`src/rtl/isc_insn_encoder.sv`:
```
`default_nettype none
// ==== isc_insn_encoder : packs decoded descriptors into PE_INST_W-bit HPU instruction words ====
// ==== rev 1.0 ===================================================================================

package isc_insn_pkg;
  localparam int PE_INST_W = 32;
  localparam int PAYLOAD_W = PE_INST_W - 2;
  localparam int RID_W     = 7;
  localparam int CID_W     = 16;
  localparam int MASK_W    = 8;
  localparam int DOP_W     = 5;
  localparam int LUT_W     = 4;

  typedef enum logic [2:0] {
    ARITH  = 3'd0,
    SYNC   = 3'd1,
    MEM_LD = 3'd2,
    MEM_ST = 3'd3,
    PBS    = 3'd4
  } insn_kind_e;

  typedef enum logic [1:0] {
    REGISTER = 2'd0,
    MEMORY   = 2'd1
  } insn_mode_e;

  localparam logic [DOP_W-1:0] DOP_ADD  = 5'd0;
  localparam logic [DOP_W-1:0] DOP_SUB  = 5'd1;
  localparam logic [DOP_W-1:0] DOP_MAC  = 5'd2;
  localparam logic [DOP_W-1:0] DOP_ADDS = 5'd3;
  localparam logic [DOP_W-1:0] DOP_SUBS = 5'd4;
  localparam logic [DOP_W-1:0] DOP_SSUB = 5'd5;
  localparam logic [DOP_W-1:0] DOP_MULS = 5'd6;

  typedef struct packed {
    insn_mode_e        mode;
    logic [RID_W-1:0]  id;
  } insn_id_t;

  typedef struct packed {
    insn_id_t          isc;
    logic [MASK_W-1:0] mask;
  } dstn_id_t;

  typedef struct packed {
    insn_kind_e        kind;
    logic [DOP_W-1:0]  dop;
    dstn_id_t          dst;
    insn_id_t          src_a;
    insn_id_t          src_b;
    logic              flush;
  } insn_desc_t;

  typedef struct packed {
    logic [3:0]        mul_factor;
    logic [RID_W-1:0]  src1_rid;
    logic [RID_W-1:0]  src0_rid;
    logic [RID_W-1:0]  dst_rid;
    logic [DOP_W-1:0]  dop;
  } pea_mac_inst_t;

  typedef struct packed {
    logic [CID_W-1:0]  cid;
    logic [RID_W-1:0]  rid;
    logic [6:0]        dop;
  } pem_inst_t;

  typedef struct packed {
    logic              flush_pbs;
    logic [LUT_W-1:0]  log_lut_nb;
  } pep_dop_t;

  typedef struct packed {
    logic [10:0]       gid;
    logic [RID_W-1:0]  src0_rid;
    logic [RID_W-1:0]  dst_rid;
    pep_dop_t          dop;
  } pep_inst_t;
endpackage

module isc_insn_encoder
  import isc_insn_pkg::*;
#(
  parameter int CNT_W = 16
) (
  input  logic                 clk,
  input  logic                 a_rst,
  input  logic                 in_vld,
  output logic                 in_rdy,
  input  insn_kind_e           in_kind,
  input  logic [DOP_W-1:0]     in_dop,
  input  dstn_id_t             in_dst,
  input  insn_id_t             in_srcA,
  input  insn_id_t             in_srcB,
  input  logic                 in_flush,
  output logic                 out_vld,
  input  logic                 out_rdy,
  output logic [PE_INST_W-1:0] out_insn,
  output logic                 err,
  output logic [2:0]           err_code,
  input  logic                 err_clr,
  output logic [CNT_W-1:0]     cnt_arith,
  output logic [CNT_W-1:0]     cnt_sync,
  output logic [CNT_W-1:0]     cnt_mem,
  output logic [CNT_W-1:0]     cnt_pbs
);

  insn_desc_t             s1_q, s1_d;
  logic                   s1_vld_q, s1_vld_d;
  logic [1:0]             fcnt_q, fcnt_d;
  logic [PE_INST_W-1:0]   head_q, head_d, tail_q, tail_d;
  logic                   err_q, err_d;
  logic [2:0]             code_q, code_d;
  logic [CNT_W-1:0]       arith_q, arith_d, sync_q, sync_d, mem_q, mem_d, pbs_q, pbs_d;

  logic [MASK_W-1:0]      w_mask_m1;
  logic                   w_mask_shl;
  logic                   w_mask_ones;
  logic                   w_dop3;
  logic                   w_mode_bad;
  logic [2:0]             w_chk;
  logic [LUT_W-1:0]       w_lut_nb;
  logic [PE_INST_W-1:0]   w_word;
  logic                   w_pop;
  logic                   w_drain;
  logic                   w_push;
  pea_mac_inst_t          w_mac;
  pem_inst_t              w_mem;
  pep_inst_t              w_pep;

  // A legal PBS mask is a contiguous run of ones reaching the MSB; zero is never legal.
  assign w_mask_m1   = s1_q.dst.mask - 1'b1;
  assign w_mask_shl  = (s1_q.dst.mask != '0) && ((s1_q.dst.mask | w_mask_m1) == '1);
  assign w_mask_ones = (s1_q.dst.mask == '1);
  assign w_dop3      = (s1_q.dop == DOP_ADD) || (s1_q.dop == DOP_SUB) || (s1_q.dop == DOP_MAC);

  always_comb begin
    w_lut_nb = '0;
    for (int i = MASK_W - 1; i >= 0; i--) begin
      if (s1_q.dst.mask[i]) w_lut_nb = LUT_W'(i);
    end
  end

  always_comb begin
    w_mode_bad = 1'b0;
    case (s1_q.kind)
      MEM_LD:     w_mode_bad = (s1_q.dst.isc.mode != REGISTER) || (s1_q.src_a.mode != MEMORY);
      MEM_ST:     w_mode_bad = (s1_q.dst.isc.mode != MEMORY)   || (s1_q.src_a.mode != REGISTER);
      ARITH, PBS: w_mode_bad = (s1_q.dst.isc.mode != REGISTER) || (s1_q.src_a.mode != REGISTER);
      default:    w_mode_bad = 1'b0;
    endcase
  end

  // Checks are applied highest code first so the lowest failing code is the one kept.
  always_comb begin
    w_chk = 3'd0;
    if (s1_q.flush && (s1_q.kind != PBS)) w_chk = 3'd4;
    if ((s1_q.kind == ARITH) && w_dop3 && (s1_q.src_b.mode != REGISTER)) w_chk = 3'd3;
    if (w_mode_bad) w_chk = 3'd2;
    if ((s1_q.kind == PBS) ? !w_mask_shl : !w_mask_ones) w_chk = 3'd1;
  end

  always_comb begin
    w_mac  = '0;
    w_mem  = '0;
    w_pep  = '0;
    w_word = '0;
    case (s1_q.kind)
      ARITH: begin
        w_mac.dop      = s1_q.dop;
        w_mac.dst_rid  = s1_q.dst.isc.id;
        w_mac.src0_rid = s1_q.src_a.id;
        if (w_dop3) w_mac.src1_rid = s1_q.src_b.id;
        w_word = {2'b00, w_mac};
      end
      SYNC: w_word = {2'b01, {PAYLOAD_W{1'b0}}};
      MEM_LD: begin
        w_mem.dop[0] = 1'b0;
        w_mem.rid    = s1_q.dst.isc.id;
        w_mem.cid    = CID_W'(s1_q.src_a.id);
        w_word = {2'b10, w_mem};
      end
      MEM_ST: begin
        w_mem.dop[0] = 1'b1;
        w_mem.rid    = s1_q.src_a.id;
        w_mem.cid    = CID_W'(s1_q.dst.isc.id);
        w_word = {2'b10, w_mem};
      end
      PBS: begin
        w_pep.dst_rid        = s1_q.dst.isc.id;
        w_pep.src0_rid       = s1_q.src_a.id;
        w_pep.dop.flush_pbs  = s1_q.flush;
        w_pep.dop.log_lut_nb = w_lut_nb;
        w_word = {2'b11, w_pep};
      end
      default: w_word = '0;
    endcase
  end

  // Errored entries leave s1 unconditionally since they never occupy a FIFO slot.
  assign w_pop   = out_rdy && (fcnt_q != 2'd0);
  assign w_drain = s1_vld_q && ((w_chk != 3'd0) || (fcnt_q != 2'd2) || w_pop);
  assign w_push  = w_drain && (w_chk == 3'd0);
  assign in_rdy  = !s1_vld_q || w_drain;

  always_comb begin
    s1_vld_d = (in_vld && in_rdy) || (s1_vld_q && !w_drain);
    s1_d     = s1_q;
    if (in_vld && in_rdy) begin
      s1_d.kind  = in_kind;
      s1_d.dop   = in_dop;
      s1_d.dst   = in_dst;
      s1_d.src_a = in_srcA;
      s1_d.src_b = in_srcB;
      s1_d.flush = in_flush;
    end
  end

  always_comb begin
    head_d = head_q;
    tail_d = tail_q;
    fcnt_d = fcnt_q;
    case ({w_push, w_pop})
      2'b10: begin
        if (fcnt_q == 2'd0) head_d = w_word;
        else                tail_d = w_word;
        fcnt_d = fcnt_q + 2'd1;
      end
      2'b01: begin
        head_d = tail_q;
        fcnt_d = fcnt_q - 2'd1;
      end
      2'b11: begin
        if (fcnt_q == 2'd1) begin
          head_d = w_word;
        end else begin
          head_d = tail_q;
          tail_d = w_word;
        end
      end
      default: ;
    endcase
  end

  always_comb begin
    err_d  = err_q;
    code_d = code_q;
    if (err_clr) begin
      err_d  = 1'b0;
      code_d = 3'd0;
    end else if (s1_vld_q && (w_chk != 3'd0)) begin
      err_d = 1'b1;
      if (!err_q) code_d = w_chk;
    end
  end

  always_comb begin
    arith_d = arith_q;
    sync_d  = sync_q;
    mem_d   = mem_q;
    pbs_d   = pbs_q;
    if (w_push) begin
      case (s1_q.kind)
        ARITH:          arith_d = arith_q + 1'b1;
        SYNC:           sync_d  = sync_q + 1'b1;
        MEM_LD, MEM_ST: mem_d   = mem_q + 1'b1;
        PBS:            pbs_d   = pbs_q + 1'b1;
        default: ;
      endcase
    end
  end

  always_ff @(posedge clk or posedge a_rst) begin
    if (a_rst) begin
      s1_q     <= '0;
      s1_vld_q <= 1'b0;
      fcnt_q   <= 2'd0;
      head_q   <= '0;
      tail_q   <= '0;
      err_q    <= 1'b0;
      code_q   <= 3'd0;
      arith_q  <= '0;
      sync_q   <= '0;
      mem_q    <= '0;
      pbs_q    <= '0;
    end else begin
      s1_q     <= s1_d;
      s1_vld_q <= s1_vld_d;
      fcnt_q   <= fcnt_d;
      head_q   <= head_d;
      tail_q   <= tail_d;
      err_q    <= err_d;
      code_q   <= code_d;
      arith_q  <= arith_d;
      sync_q   <= sync_d;
      mem_q    <= mem_d;
      pbs_q    <= pbs_d;
    end
  end

  assign out_vld   = (fcnt_q != 2'd0);
  assign out_insn  = head_q;
  assign err       = err_q;
  assign err_code  = code_q;
  assign cnt_arith = arith_q;
  assign cnt_sync  = sync_q;
  assign cnt_mem   = mem_q;
  assign cnt_pbs   = pbs_q;

endmodule

`default_nettype wire
```
`config.mk`:
```
export PLATFORM = sky130hd
export DESIGN_NAME = isc_insn_encoder
export DESIGN_NICKNAME = d
export VERILOG_FILES = /design/src/rtl/isc_insn_encoder.sv
export SDC_FILE = /design/constraint.sdc
export NUM_CORES = 1
export LEC_CHECK = 0
export ABC_AREA = 1
export BUFFER_PORTS_ARGS = -buffer_cell sky130_fd_sc_hd__buf_2
export CAP_MARGIN = 20
export CORE_ASPECT_RATIO = 1.2
export CORE_MARGIN = 5
export CORE_UTILIZATION = 40
export CTS_BUF_LIST = sky130_fd_sc_hd__clkbuf_4 sky130_fd_sc_hd__clkbuf_8
export DETAILED_ROUTE_END_ITERATION = 6
export HOLD_SLACK_MARGIN = 0.05
export PLACE_DENSITY = 0.64
export SLEW_MARGIN = 20
export SYNTH_ARGS = -nofsm -noshare
export SYNTH_HDL_FRONTEND = slang
export SYNTH_SLANG_ARGS = --single-unit
```
`constraint.sdc`:
```
create_clock -name clk -period 5 [get_ports clk]
set_input_delay 0.5 -clock clk [delete_from_list [all_inputs] [get_ports clk]]
set_output_delay 0.5 -clock clk [all_outputs]
set_load 0.02 [all_outputs]
```
==> key figures <==
GRT
  • Vias in the first global route: 7171
  • GR Util All Layers: 0.172
  • Antenna violations before repair: 0
  • First-pass GRT wire length: 36300 microns
  • GRT overflow: 0
  • Largest net degree at the start of global routing: 172

Run
  • Max-cap violations: 0

Timing
  • RSZ-0062 raised after global routing: no
  • Slew of the pin with the lowest slew margin: 0.961 ns
  • Hold_ws: 0.212 ns
  • Worst Skew: 0.0147 ns
  • Final min period: 3.47 ns
  • Fmax: 288 MHz
  • Final slew viol count: 0
  • Fin. Hold Viols: 0
  • Final setup vio count: 0
  • Slew HR: 0.359
  • Worst Setup Slack, final: 1.53 ns
  • Tcrit/Tclk final: 0.694
  • Total negative slack: 0 ns

Clock tree
  • Total CTS buffers: 17
  • Post-CTS Setup Bufs: 0
  • Cells resized by post-CTS repair: 0
  • H-tree levels: 4
  • Clock-pin slew on the worst setup and hold paths: 0.09 ns
  • Maximum root-to-sink buffer count: 2
  • Clk_lat worst skew: 0.46 ns
  • Root Driver: clkbuf_8
  • CTS tree: done
  • TritonCTS Sinks: 171
  • Hold_buf cts: 0

Power
  • Sw Share: 0.345
  • Internal power: 0.00216 W
  • Clock power frac: 0.285
  • Comb power frac: 0.225
  • Pwr dens: 321 nW/um^2
  • Max IR drop VDD: 160 uV
  • Psw: 0.00114 W
  • Sequential share of power: 0.490
  • Leak pwr: 5.53 nW

Final layout
  • Final std cell area, no fill: 10200 sq um
  • # diodes: 0
  • Layout cells sized above 1: 0.214
  • Most frequent cells in the layout: nand2_1 (390), dfrtp_1 (171), buf_2 (146), inv_1 (105), nor2_1 (57)
  • Commonest non-fill, non-tap cell in the layout: nand2_1
  • Final net count: 1266
  • Cell Count, Final, Fillers Out: 1497
  • Layout area overhead: 14.3%

Synthesis
  • Top cells by area, synth: dfrtp_1 (48%), nand2_1 (16%), inv_1 (4.4%), nand3_2 (4.4%), xor2_1 (3.2%)
  • Netlist Area Pre-Place: 8960 sq um
  • Seq cells post-synth: 171
  • Synth top area share: 0.477
  • Avg Cell Area, Syn: 8.38 sq um
  • Synth async-reset ratio: 1.00
  • Yosys cell types: 43
  • Synth warn: 0
  • Post-synth EDFFs: 0
  • Synth area leader: dfrtp_1
  • Top FF cell, synth: dfrtp_1
  • Mapped Cells: 1069
  • Sequential share of the synthesized area: 0.477

Floorplanning
  • Die width: 147 microns
  • Starting Density: 0.403
  • Die Footprint: 25500 sq um
  • Core region area: 22200 sq um
  • Rows: 60
  • Die height: 174 microns
  • Io pins: 151

Drt
  • Vias/cell: 4.92
  • Final WL: 21600 microns
  • ANT nets after route: 0
  • Detailed-route via count: 7366
  • DRT Pass-1 Iters: 5
  • DR iter-0 viols: 472
  • Drt drc: 0
  • WL per Instance: 14.4 microns

Critical path
  • Crit Path Class: reg -> reg
  • Worst EP arrival: 3.82 ns
  • Worst Path Required: 5.35 ns
  • Element type at the critical path end: register
  • R2R Setup Slk: 1.53 ns
  • CP Launch Type: register
  • Critical path peak fanout: 17

Worst hold path
  • Tightest Hold Check Type: in -> reg

Place
  • Port Buffers: 146
  • Final GP Congestion: 0.838
  • Worst slack, placed: 1.38 ns
  • Post-Place Cells: 1465
  • Dpl hpwl: 15800 microns
  • Post-DP Area: 9860 sq um

Status
  • Status: finished clean
==> critical path, stage by stage (launching register included) <==
cell	delay (ns)
dfrtp_1	0.39
inv_1	0.08
ha_1	0.22
inv_2	0.08
nand2_2	0.13
a21oi_2	0.51
nand3_2	0.27
inv_2	0.14
ha_1	0.18
nor2_1	0.07
a21oi_1	0.12
buf_4	0.20
clkinv_1	0.43
a32o_1	0.40
nand2_1	0.08
nand2_1	0.06
==> per-layer routing <==
metal | global-route usage | vias to the layer above | routed length (microns)
met5 | 0 | - | 0
met4 | 0.0494 | 0 | 362
met3 | 0.0342 | 25 | 1040
met2 | 0.278 | 183 | 10300
met1 | 0.235 | 3469 | 9900
li1 | - | 3689 | -
==> power groups by stage <==
| stage | sequential (W) | clock (W) | combinational (W) |
|---|---|---|---|
| 6_report | 0.00161 | 0.000939 | 0.000741 |
| 3_3_place_gp | 0.00164 | 0 | 0.000739 |
| 3_5_place_dp | 0.00164 | 0 | 0.000746 |
| 2_1_floorplan | 0.00171 | 0 | 0.000461 |
| 4_1_cts | 0.00162 | 0.000978 | 0.000750 |
| 5_1_grt | 0.00163 | 0.00104 | 0.000823 |
==> cells in the mapped netlist, types with 4 or more instances <==
master,count
buf_6,9
buf_4,10
nand4_1,19
dfrtp_1,171
o221ai_1,7
nand2_4,6
nor2_2,6
buf_1,6
nor2_1,57
a21oi_1,6
ha_1,11
inv_2,6
xor2_1,33
nand3_4,4
nand3_2,39
nand2_1,390
o21ai_0,30
nor2_4,4
nand3_1,56
clkbuf_1,11
inv_1,106
nor3_1,16
xnor2_1,17
nand2_2,4
nor4_1,4
o211ai_1,5
a32o_1,16
==> cell families after synthesis <==
family,count (synthesis),synth area share
AOI/OAI and AO/OA,74,0.0575
adders and majority gates,11,0.0154
buffers and inverters,151,0.0754
other,1,0.000418
DFF,171,0.477
xor gates and xnor gates,50,0.0489
and+or+nand+nor,611,0.325
==> cell type report <==
class	count	area [sq um]
repair buffers	152	796
well taps	279	349
flip-flops and latches	171	4280
clock inverters	12	115
fillers	2227	12000
inverters	114	434
clock buffers	19	255
multi-input cells	750	4020
==> state kept, by name, summed over array words and instances, names as in the netlist <==
name	count
s1_vld_q	1
err_code	3
err	1
cnt_pbs	16
fcnt_q	2
s1_q	44
cnt_arith	16
cnt_mem	16
out_insn	28
tail_q	28
cnt_sync	16
==> per-stage QoR <==
step | utilization | total power [W]
after CTS | 0.460 | 0.00334
after detailed placement | 0.444 | 0.00239
after floorplan | - | 0.00217
final | 0.461 | 0.00329
after global placement | 0.444 | 0.00238
after global routing | 0.461 | 0.00350
==> final timing paths <==
path	endpoint	cells past startpoint	start
worst max-delay path	out_insn[8]	15	fcnt_q[0]
worst min-delay path	err	2	err_clr
max in group asynchronous	s1_q[38]	3	a_rst
worst min register to register	out_insn[0]	2	out_insn[0]
min in group asynchronous	cnt_pbs[3]	3	a_rst
worst max register to register	out_insn[8]	15	fcnt_q[0]
No activity file was read; power rests on OpenSTA's default activity.
